`config.mk`:
```
export PLATFORM = sky130hd
export DESIGN_NAME = qpsk_symbol_packer
export DESIGN_NICKNAME = d
export VERILOG_FILES = /design/src/rtl/qpsk_pkg.sv /design/src/rtl/qpsk_pack_fifo.sv /design/src/rtl/qpsk_symbol_packer.sv
export SDC_FILE = /design/constraint.sdc
export NUM_CORES = 1
export LEC_CHECK = 0
export ABC_CLOCK_PERIOD_IN_PS = 12140
export CORE_UTILIZATION = 30
export CTS_CLUSTER_DIAMETER = 150
export DETAILED_ROUTE_END_ITERATION = 8
export PLACE_DENSITY = 0.51
export SLEW_MARGIN = 20
export SYNTH_ARGS = -nofsm -noshare
export SYNTH_HDL_FRONTEND = slang
export SYNTH_SLANG_ARGS = --single-unit
```
`constraint.sdc`:
```
create_clock -name ce_clk -period 12.14 [get_ports ce_clk]
set_input_delay 2.428 -clock ce_clk [delete_from_list [all_inputs] [get_ports ce_clk]]
set_output_delay 2.428 -clock ce_clk [all_outputs]
set_load 0.05 [all_outputs]
```
`src/rtl/qpsk_pkg.sv`:
```
// Shared constants and the hard-decision helper for the QPSK symbol packer.
package qpsk_pkg;
  localparam int SYMS_PER_WORD = 16;
  localparam int DIBIT_W       = 2;
  localparam int WORD_W        = SYMS_PER_WORD * DIBIT_W;

  typedef logic [DIBIT_W-1:0] dibit_t;

  localparam dibit_t QUAD_0 = 2'd0;
  localparam dibit_t QUAD_1 = 2'd1;
  localparam dibit_t QUAD_2 = 2'd2;
  localparam dibit_t QUAD_3 = 2'd3;

  // Quadrant from the sign bits; zero counts as positive.
  function automatic dibit_t quadrant(input logic i_neg, input logic q_neg);
    case ({i_neg, q_neg})
      2'b00:   quadrant = QUAD_0;
      2'b10:   quadrant = QUAD_1;
      2'b11:   quadrant = QUAD_2;
      default: quadrant = QUAD_3;
    endcase
  endfunction
endpackage

```
`src/rtl/qpsk_pack_fifo.sv`:
```
// Flop-based synchronous FIFO for packed words (data + tlast); a push into a
// full FIFO succeeds when a pop frees the head slot in the same cycle.
module qpsk_pack_fifo #(
  parameter int AW = 4,
  parameter int DW = 33
) (
  input  logic          ce_clk,
  input  logic          ce_rst,
  input  logic          clear,
  input  logic          wr_en,
  input  logic [DW-1:0] wr_data,
  output logic          wr_drop,
  input  logic          rd_en,
  output logic          rd_valid,
  output logic [DW-1:0] rd_data,
  output logic          full,
  output logic          empty,
  output logic [AW:0]   level
);
  localparam int DEPTH = 1 << AW;

  logic [DEPTH-1:0][DW-1:0] mem_q, mem_d;
  logic [AW-1:0]            wr_ptr_q, wr_ptr_d, rd_ptr_q, rd_ptr_d;
  logic [AW:0]              level_q, level_d;
  logic                     push, pop;

  always_comb begin
    empty   = (level_q == '0);
    full    = (level_q == (AW+1)'(DEPTH));
    pop     = rd_en & ~empty;
    push    = wr_en & (~full | pop);
    wr_drop = wr_en & ~push;
    mem_d   = mem_q;
    if (push) mem_d[wr_ptr_q] = wr_data;
    wr_ptr_d = wr_ptr_q + AW'(push);
    rd_ptr_d = rd_ptr_q + AW'(pop);
    level_d  = level_q + (AW+1)'(push) - (AW+1)'(pop);
    if (clear) begin
      wr_ptr_d = '0;
      rd_ptr_d = '0;
      level_d  = '0;
    end
  end

  // Storage needs no reset: the read port is forced to zero while empty.
  always_ff @(posedge ce_clk) mem_q <= mem_d;

  always_ff @(posedge ce_clk or posedge ce_rst) begin
    if (ce_rst) begin
      wr_ptr_q <= '0;
      rd_ptr_q <= '0;
      level_q  <= '0;
    end else begin
      wr_ptr_q <= wr_ptr_d;
      rd_ptr_q <= rd_ptr_d;
      level_q  <= level_d;
    end
  end

  assign rd_valid = ~empty;
  assign rd_data  = empty ? '0 : mem_q[rd_ptr_q];
  assign level    = level_q;
endmodule

```
`src/rtl/qpsk_symbol_packer.sv`:
```
// Hard-decides QPSK symbols to dibits, packs 16 per 32-bit word MSB-first and
// frames them into AXI-stream packets. QPSK_DIFF_DECODE_EN enables differential decode.
module qpsk_symbol_packer
  import qpsk_pkg::*;
#(
  parameter int FIFO_AW = 4,
  parameter int PKT_W   = 16
) (
  input  logic               ce_clk,
  input  logic               ce_rst,
  input  logic               clear,
  input  logic [31:0]        sym_tdata,
  input  logic               sym_tvalid,
  input  logic               flush,
  input  logic [PKT_W-1:0]   pkt_words,
  output logic [31:0]        o_tdata,
  output logic               o_tlast,
  output logic               o_tvalid,
  input  logic               o_tready,
  output logic               overflow,
  output logic [FIFO_AW:0]   fifo_level
);
  logic              dib_vld_q, dib_vld_d, flush_q, flush_d;
  dibit_t            dib_q, dib_d;
  logic [3:0]        sym_cnt_q, sym_cnt_d, sym_cnt_nx;
  logic [PKT_W-1:0]  word_cnt_q, word_cnt_d, pkt_lat_q, pkt_lat_d, lat_m1;
  logic [WORD_W-1:0] word_q, word_d, word_nx, push_data;
  logic              overflow_q, overflow_d;
  logic              push, push_last, wr_drop, complete;
  logic [4:0]        bit_idx;
  logic [32:0]       rd_data;
  logic              unused_bits;

  assign unused_bits = ^{sym_tdata[30:16], sym_tdata[14:0]};

`ifdef QPSK_DIFF_DECODE_EN
  dibit_t q_prev_q, q_prev_d, quad;

  always_comb begin
    quad     = quadrant(sym_tdata[31], sym_tdata[15]);
    dib_d    = quad - q_prev_q;  // 2-bit wrap gives the mod-4 difference
    q_prev_d = q_prev_q;
    if (sym_tvalid)     q_prev_d = quad;
    if (flush || clear) q_prev_d = '0;
  end

  always_ff @(posedge ce_clk or posedge ce_rst) begin
    if (ce_rst) q_prev_q <= '0;
    else        q_prev_q <= q_prev_d;
  end
`else
  assign dib_d = {sym_tdata[31], sym_tdata[15]};
`endif

  assign dib_vld_d = sym_tvalid & ~clear;
  assign flush_d   = flush & ~clear;

  always_comb begin
    bit_idx    = 5'd30 - {sym_cnt_q, 1'b0};
    word_nx    = word_q;
    if (dib_vld_q) word_nx[bit_idx +: DIBIT_W] = dib_q;
    sym_cnt_nx = sym_cnt_q + {3'b0, dib_vld_q};
    complete   = dib_vld_q & (sym_cnt_q == 4'd15);
    lat_m1     = (pkt_lat_q == '0) ? '0 : pkt_lat_q - PKT_W'(1);

    push      = 1'b0;
    push_last = 1'b0;
    push_data = word_nx;
    // A symbol arriving with flush is packed first; if it fills the word, that word carries tlast.
    if (complete) begin
      push      = 1'b1;
      push_last = (word_cnt_q == lat_m1) | flush_q;
    end else if (flush_q) begin
      if (sym_cnt_nx != 4'd0) begin
        push      = 1'b1;
        push_last = 1'b1;
      end else if (word_cnt_q != '0) begin
        push      = 1'b1;
        push_last = 1'b1;
        push_data = '0;
      end
    end

    // Dropped words leave word_cnt alone so later tlast positions stay put.
    word_cnt_d = word_cnt_q;
    if (flush_q)                word_cnt_d = '0;
    else if (push && !wr_drop)  word_cnt_d = push_last ? '0 : word_cnt_q + PKT_W'(1);

    sym_cnt_d  = flush_q ? 4'd0 : sym_cnt_nx;
    word_d     = (push || flush_q) ? '0 : word_nx;
    pkt_lat_d  = (word_cnt_q == '0 && sym_cnt_q == 4'd0) ? pkt_words : pkt_lat_q;
    overflow_d = overflow_q | wr_drop;

    if (clear) begin
      word_cnt_d = '0;
      sym_cnt_d  = '0;
      word_d     = '0;
      pkt_lat_d  = '0;
      overflow_d = 1'b0;
    end
  end

  always_ff @(posedge ce_clk or posedge ce_rst) begin
    if (ce_rst) begin
      dib_vld_q  <= 1'b0;
      dib_q      <= '0;
      flush_q    <= 1'b0;
      sym_cnt_q  <= '0;
      word_cnt_q <= '0;
      pkt_lat_q  <= '0;
      word_q     <= '0;
      overflow_q <= 1'b0;
    end else begin
      dib_vld_q  <= dib_vld_d;
      dib_q      <= dib_d;
      flush_q    <= flush_d;
      sym_cnt_q  <= sym_cnt_d;
      word_cnt_q <= word_cnt_d;
      pkt_lat_q  <= pkt_lat_d;
      word_q     <= word_d;
      overflow_q <= overflow_d;
    end
  end

  qpsk_pack_fifo #(.AW(FIFO_AW), .DW(33)) u_fifo (
    .ce_clk   (ce_clk),
    .ce_rst   (ce_rst),
    .clear    (clear),
    .wr_en    (push),
    .wr_data  ({push_data, push_last}),
    .wr_drop  (wr_drop),
    .rd_en    (o_tready),
    .rd_valid (o_tvalid),
    .rd_data  (rd_data),
    .full     (),
    .empty    (),
    .level    (fifo_level)
  );

  assign o_tdata  = rd_data[32:1];
  assign o_tlast  = rd_data[0];
  assign overflow = overflow_q;
endmodule

```
==> out/qor.tcl, run 1 <==
set qor(mostFrequentLayoutCell) {sky130_fd_sc_hd__edfxtp_1}
set qor(synth_area_per_cell_um2) 18.10
set qor(critPathMaxFanout) 45
set qor(rsz_0062_raised_after_global_routing) {no}
set qor(postCtsResizedCells) 0
set qor(synth.cell_area_um2) 25270
set qor(synth_nets) 1469
set qor(cts.sink_count) 614
set qor(largest_family_of_logic_cells_by_synthesized_area) {multiplexers}
set qor(grtUsageTotal) 0.1408
set qor(post_layout_nets) 1546
set qor(max_freq_mhz) 142.1
set qor(power.static_leakage_nw) 9.486
set qor(r2r_slack_ns) 7.85
set qor(critical_path_required_ns) 9.71
set qor(gr-total-overflow) 0
set qor(yosys-top-cells-area) {sky130_fd_sc_hd__edfxtp_1, sky130_fd_sc_hd__mux4_2, sky130_fd_sc_hd__dfrtp_1, sky130_fd_sc_hd__nor2_1, sky130_fd_sc_hd__mux2i_1}
set qor(powerDensity_nw_per_um2) 184.9
set qor(preCtsSetupSlack_ns) 5.544
set qor(worst_slew_pin_slew_ns) 1.059
set qor(cts-root-buf) {sky130_fd_sc_hd__clkbuf_16}
set qor(path_class) {flip-flop to output pin}
set qor(vias_cell) 4.977
set qor(first_global_vias) 13720
set qor(antenna_violations_before_repair) 0
set qor(arrival_time_of_data_at_the_critical_path_endpoint_ns) 4.61
set qor(ys_warn_count) 0
set qor(minimum_clock_period_after_layout_ns) 7.040
set qor(route.detailed.wl_per_inst_um) 22.70
set qor(drive_above_1_share) 0.2142
set qor(layout_worst_path_cycle_share) 0.5799
set qor(cts_hold_repair.buffers) 0
set qor(max-clock-path-buffers) 3
set qor(cts_made_buffers) 66
set qor(timing.critical_path.mode_cell) {sky130_fd_sc_hd__mux4_2}
set qor(tritoncts) {done}
set qor(status) {completed}
set qor(synth_compound_area_frac) 0.02456
set qor(number_of_synthesized_flops_with_an_enable_pin) 528
set qor(wl_mm) 59.05
set qor(min_delay_path_depth) 1
set qor(synth.mux.area_fraction) 0.1605
set qor(grt_first_pass_wirelength_mm) 89.12
set qor(antenna_left) 0
set qor(top_level_ports) 94
set qor(postSynth.asyncResetShare) 0.1401
set qor(worst_slew_margin_relative_to_its_limit) 0.2914
set qor(fin_worst_skew_ns) 0.02477
set qor(syn_inst) 1396
set qor(yosys.cell_types.count) 62
set qor(hold_path_class) {flip-flop to flip-flop}
set qor(drv_cap) 0
set qor(io_buffers) 63
set qor(worst_skew_pair.late_latency_ns) 0.60
set qor(drt_first_iter_violations) 1054
set qor(timing_hold_violations_final) 0
set qor(dieHeight_um) 292.2
set qor(whs_ns) 0.5112
set qor(cts_setup_buffers) 0
set qor(cp_cell_sequence) {buf_4 > mux4_2 > mux4_2 > nor2b_1 > clkdlybuf4s50_1}
set qor(crit_path_start_kind) {flip-flop}
set qor(end_kind) {output pin}
set qor(synth.yosys.seq_area_share) 0.7127
set qor(die_area_um2) 85390
set qor(yosys_most_used_dff) {sky130_fd_sc_hd__edfxtp_1}
set qor(syn_to_final_growth_pct) 16.46
set qor(fin_setup_tns_ns) 0
set qor(place_congestion) 0.7976
set qor(drt_drc_violations_left) 0
set qor(crit_slowest_cell) {sky130_fd_sc_hd__dfrtp_4}
set qor(ys_ff_latch) 614
set qor(setup_viol) 0
set qor(synth_adder_area_share) 0.009705
set qor(route.vias.total) 12950
set qor(ctsHtreeMaxLevel) 3
set qor(n_antenna_cell) 0
set qor(grt_start_max_net_pins) 70
set qor(r2r_cells) 11
set qor(synth_simple_gate_area_share) 0.06799
set qor(core_area_um2) 83560
set qor(mostFrequentLayoutCells) {sky130_fd_sc_hd__edfxtp_1, sky130_fd_sc_hd__mux4_2, sky130_fd_sc_hd__nor2_1}
set qor(dp_hpwl_mm) 31.21
set qor(layout.filler_cells) 7845
set qor(die_x_um) 292.2
set qor(core.rowCount) 106
set qor(yosys.area_share.xor_xnor) 0.008666
set qor(yosysTopAreaCell) {sky130_fd_sc_hd__edfxtp_1}
set qor(synth.top_cell.area_share) 0.6275
set qor(setup_slack_ns) 5.100
set qor(start_util) 0.3024
set qor(maximum_vdd_drop_mv) 0.09219
set qor(timing.critical_path.slowest_cell_delay_ns) 1.05
set qor(detail_route.first_pass.iterations) 5
set qor(pins_over_slew_limit) 0
set qor(cts.clk_slew.worst_paths_ns) 0.06
## final timing paths
kind | start | endpoint
min reg2reg | word_q[0] | word_q[0]
max reg2reg | sym_cnt_q[0] | u_fifo.mem_q[224]
min | word_q[0] | word_q[0]
max | u_fifo.rd_ptr_q[0] | o_tdata[15]
max in group asynchronous | ce_rst | u_fifo.rd_ptr_q[1]
min in group asynchronous | ce_rst | u_fifo.level[2]
## logic make-up after synthesis
kind of cell             count (synthesis)
buffers and inverters                  102
AND/OR/NAND/NOR                        344
adder cells (fa/ha/maj)                 19
multiplexers                           199
XOR/XNOR                                25
AO/OA/AOI/OAI                           93
flip-flops                             614
## per-stage QoR
stage          utilization  instance area [µm²]  power, W  cells
6_report            0.3522                29430  0.005440   2602
5_1_grt             0.3522                29430  0.005659   2602
4_1_cts             0.3519                29400  0.005529   2601
3_5_place_dp        0.3263                27260  0.003534   2484
3_3_place_gp        0.3263                27260  0.003532   2484
2_1_floorplan            -                25270  0.003180   1396
## final cells by class
cell class / count / area (µm²) / area share
Timing Repair Buffer: 91 / 853.3 / 0.02900
Clock inverter: 30 / 291.5 / 0.009907
Tap cell: 1080 / 1351 / 0.04592
Clock buffer: 87 / 1853 / 0.06297
Sequential cell: 614 / 18020 / 0.6123
Multi-Input combinational cell: 680 / 6983 / 0.2373
Inverter: 20 / 77.57 / 0.002636
## worst max-delay path: cells and delay by family (launching register included)
kind                   cells  cell delay (ns)
DFF                        1             1.05
buffers and inverters      2             1.59
muxes                      2             1.13
and+or+nand+nor            1             0.15
## layer usage
layer  wire length, µm  vias up  GRT usage
li1                  -     5707          -
met1             26610     6901     0.1889
met2             29140      254     0.2369
met3              2087       87    0.02254
met4              1214        0    0.03800
met5                 0        -          0
## cell usage after synthesis (18+ instances only)
master / count
sky130_fd_sc_hd__nand2_1: 73
sky130_fd_sc_hd__nor3_1: 18
sky130_fd_sc_hd__a31oi_1: 26
sky130_fd_sc_hd__dfrtp_1: 86
sky130_fd_sc_hd__nor2_1: 106
sky130_fd_sc_hd__a21oi_1: 24
sky130_fd_sc_hd__ha_1: 18
sky130_fd_sc_hd__mux4_2: 165
sky130_fd_sc_hd__mux2i_1: 34
sky130_fd_sc_hd__nand3_1: 21
sky130_fd_sc_hd__edfxtp_1: 528
sky130_fd_sc_hd__nor2b_1: 49
sky130_fd_sc_hd__inv_1: 20
sky130_fd_sc_hd__clkbuf_1: 63
## where the power goes
group,internal (W),switching [W]
clock,0.00117,0.000815
combinational,0.000447,0.000646
sequential,0.00229,0.0000774
## sequential cells by signal, indices dropped and copies added (netlist names)
register,cells
dib_q,2
pkt_lat_q,16
dib_vld_q,1
flush_q,1
overflow,1
u_fifo.wr_ptr_q,4
u_fifo.mem_q,528
word_q,32
u_fifo.level,5
u_fifo.rd_ptr_q,4
word_cnt_q,16
sym_cnt_q,4
Power figures use the tool's default switching activity.
==> run 2: changes to the inputs <==
ABC_CLOCK_PERIOD_IN_PS = 7400   (was 12140)
clock period = 7.4 ns   (was 12.14 ns; I/O delays follow)
==> out/qor.tcl, run 2 (same netlist as run 1, synthesis figures left out) <==
set qor(status) {completed}
set qor(die_x_um) 292.2 ;# unchanged
set qor(core.rowCount) 106 ;# unchanged
set qor(postCtsResizedCells) 0 ;# unchanged
set qor(crit_path_start_kind) {flip-flop}
set qor(arrival_time_of_data_at_the_critical_path_endpoint_ns) 4.08 ;# -0.53 ns
set qor(power.static_leakage_nw) 9.464 ;# -0.23%
set qor(layout.filler_cells) 7865 ;# +0.25%
set qor(critPathMaxFanout) 72 ;# +60%
set qor(drv_cap) 0 ;# unchanged
set qor(max-clock-path-buffers) 3 ;# unchanged
set qor(dp_hpwl_mm) 32.24 ;# +3.3%
set qor(hold_path_class) {flip-flop to flip-flop}
set qor(cts.sink_count) 614 ;# unchanged
set qor(grt_use_met2) 0.2267 ;# -0.01016
set qor(mostFrequentLayoutCell) {sky130_fd_sc_hd__edfxtp_1}
set qor(mostFrequentLayoutCells) {sky130_fd_sc_hd__edfxtp_1, sky130_fd_sc_hd__mux4_2, sky130_fd_sc_hd__nor2_1}
set qor(drive_above_1_share) 0.2133 ;# -0.0009373
set qor(comb_power_share) 0.204 ;# +0.003
set qor(path_class) {flip-flop to output pin}
set qor(end_kind) {output pin}
set qor(max_freq_mhz) 179.7
set qor(cts_hold_repair.buffers) 0 ;# unchanged
set qor(internal_power_w) 0.006319 ;# +62%
set qor(antenna_left) 0 ;# unchanged
set qor(grt_first_pass_wirelength_mm) 89.71 ;# +0.66%
set qor(timing_hold_violations_final) 0 ;# unchanged
set qor(cts-root-buf) {sky130_fd_sc_hd__clkbuf_16}
set qor(die_area_um2) 85390 ;# unchanged
set qor(start_util) 0.3024 ;# unchanged
set qor(minimum_clock_period_after_layout_ns) 5.564
set qor(gr-total-overflow) 0 ;# unchanged
set qor(whs_ns) 0.5073 ;# -0.003854 ns
set qor(first_global_vias) 13860 ;# +1.1%
set qor(place_congestion) 0.7735 ;# -3.0%
set qor(grtUsageTotal) 0.1424 ;# +0.001537
set qor(route.vias.total) 12990 ;# +0.32%
set qor(detail_route.first_pass.iterations) 5 ;# unchanged
set qor(cts_setup_buffers) 0 ;# unchanged
set qor(drt_first_iter_violations) 1039 ;# -1.4%
set qor(syn_to_final_growth_pct) 16.37 ;# about the same
set qor(pins_over_slew_limit) 0 ;# unchanged
set qor(antenna_violations_before_repair) 0 ;# unchanged
set qor(worst_slew_margin_relative_to_its_limit) 0.2853 ;# -0.006067
set qor(critical_path_required_ns) 5.92 ;# -3.79 ns
set qor(cts_made_buffers) 67 ;# +1.5%
set qor(placedCellCount) 2484 ;# unchanged
set qor(worst_skew_pair.late_latency_ns) 0.60 ;# about the same
set qor(layout_worst_path_cycle_share) 0.7520
set qor(wl_mm) 60.10 ;# +1.8%
set qor(n_antenna_cell) 0 ;# unchanged
set qor(powerDensity_nw_per_um2) 302.5 ;# +64%
set qor(final_cell_count_no_fill) 2604 ;# +0.077%
set qor(cts.clk_slew.worst_paths_ns) 0.06 ;# about the same
set qor(fin_worst_skew_ns) 0.01589 ;# -0.008877 ns
set qor(grt.busiest_layer) {met2}
set qor(rsz_0062_raised_after_global_routing) {no}
set qor(power_w) 0.008895 ;# +64%
set qor(grt_start_max_net_pins) 73 ;# +4.3%
set qor(largest_register_ffs) 528 ;# unchanged
set qor(setup_viol) 0 ;# unchanged
set qor(grtUsageMet3) 0.02792 ;# +0.005387
set qor(groute.layer.met1.usage) 0.1982 ;# +0.009291
set qor(route.detailed.wl_per_inst_um) 23.08 ;# +1.7%
set qor(power_switching_w) 0.002576 ;# +68%
set qor(vias_cell) 4.988 ;# +0.24%
set qor(ctsHtreeMaxLevel) 3 ;# unchanged
set qor(dieHeight_um) 292.2 ;# unchanged
set qor(io_buffers) 63 ;# unchanged
set qor(maximum_vdd_drop_mv) 0.1558 ;# +69%
set qor(share_clk_of_total_power) 0.360 ;# -0.004
set qor(worst_slew_pin_slew_ns) 1.069 ;# +0.01048 ns
set qor(tritoncts) {done}
set qor(drt_drc_violations_left) 0 ;# unchanged
set qor(leading_registers_by_flop_count) {u_fifo.mem_q (528), word_q (32)}
set qor(post_layout_nets) 1546 ;# unchanged
set qor(top_level_ports) 94 ;# unchanged
set qor(fin_setup_tns_ns) 0 ;# unchanged
set qor(p_seq_frac) 0.436 ;# about the same
set qor(core_area_um2) 83560 ;# unchanged
set qor(max_flop_register) {u_fifo.mem_q}
set qor(sw_frac_of_total) 0.2896 ;# +0.006913
run 2: cell types whose count changed in the layout (fill, tap and decap cells not counted), sizes merged:
cell    change
buf         -1
bufinv      -2
clkinv      +4
inv         +1
run 2: final timing paths:
path                                     from            endpoint  slack (ns)  depth (start not counted)
min in group asynchronous              ce_rst     u_fifo.level[3]        1.17                          2
hold / removal                      word_q[0]           word_q[0]        0.51                          1
setup reg to reg                 sym_cnt_q[0]   u_fifo.mem_q[218]        3.00                         11
hold reg to reg                     word_q[0]           word_q[0]        0.51                          1
setup / recovery           u_fifo.rd_ptr_q[1]         o_tdata[10]        1.84                          5
max in group asynchronous              ce_rst  u_fifo.rd_ptr_q[1]        4.95                          3
run 2: power by group through the flow:
stage	Combinational (W)	Clock, W	Sequential (W)
after floorplan	0.00133	0	0.00389
after global placement	0.00186	0	0.00395
after detailed placement	0.00187	0	0.00396
after global routing	0.00194	0.00341	0.00389
after CTS	0.00187	0.00329	0.00388
final	0.00182	0.00320	0.00388
run 2: area by class of cell:
class	instances	area, µm²	area share
Sequential cell	614	18020	0.6128
Multi-Input combinational cell	680	6989	0.2377
Clock buffer	87	1812	0.06162
Tap cell	1080	1351	0.04596
Timing Repair Buffer	90	870.8	0.02962
Clock inverter	33	285.3	0.009702
Inverter	20	77.57	0.002638
run 2: per-stage QoR:
step	util	setup slack, ns	cell area (µm²)
CTS	0.3518	1.729	29390
global placement	0.3267	2.410	27300
floorplan	-	2.442	25270
global route	0.3519	1.706	29400
detailed placement	0.3267	2.385	27300
finish	0.3519	1.836	29400
run 2: per-layer routing:
metal  vias up  wire length, µm
met5         -                0
met4         0             1273
met3        81             2537
met2       272            28410
met1      6933            27880
li1       5704                -
run 2: critical path, cell delays in order, from the launching register on:
cell and delay, ns:
sky130_fd_sc_hd__dfrtp_4 1.09, sky130_fd_sc_hd__buf_12 0.45, sky130_fd_sc_hd__mux4_2 0.40, sky130_fd_sc_hd__mux4_2 0.53
sky130_fd_sc_hd__nor2b_1 0.17, sky130_fd_sc_hd__clkdlybuf4s50_1 0.73
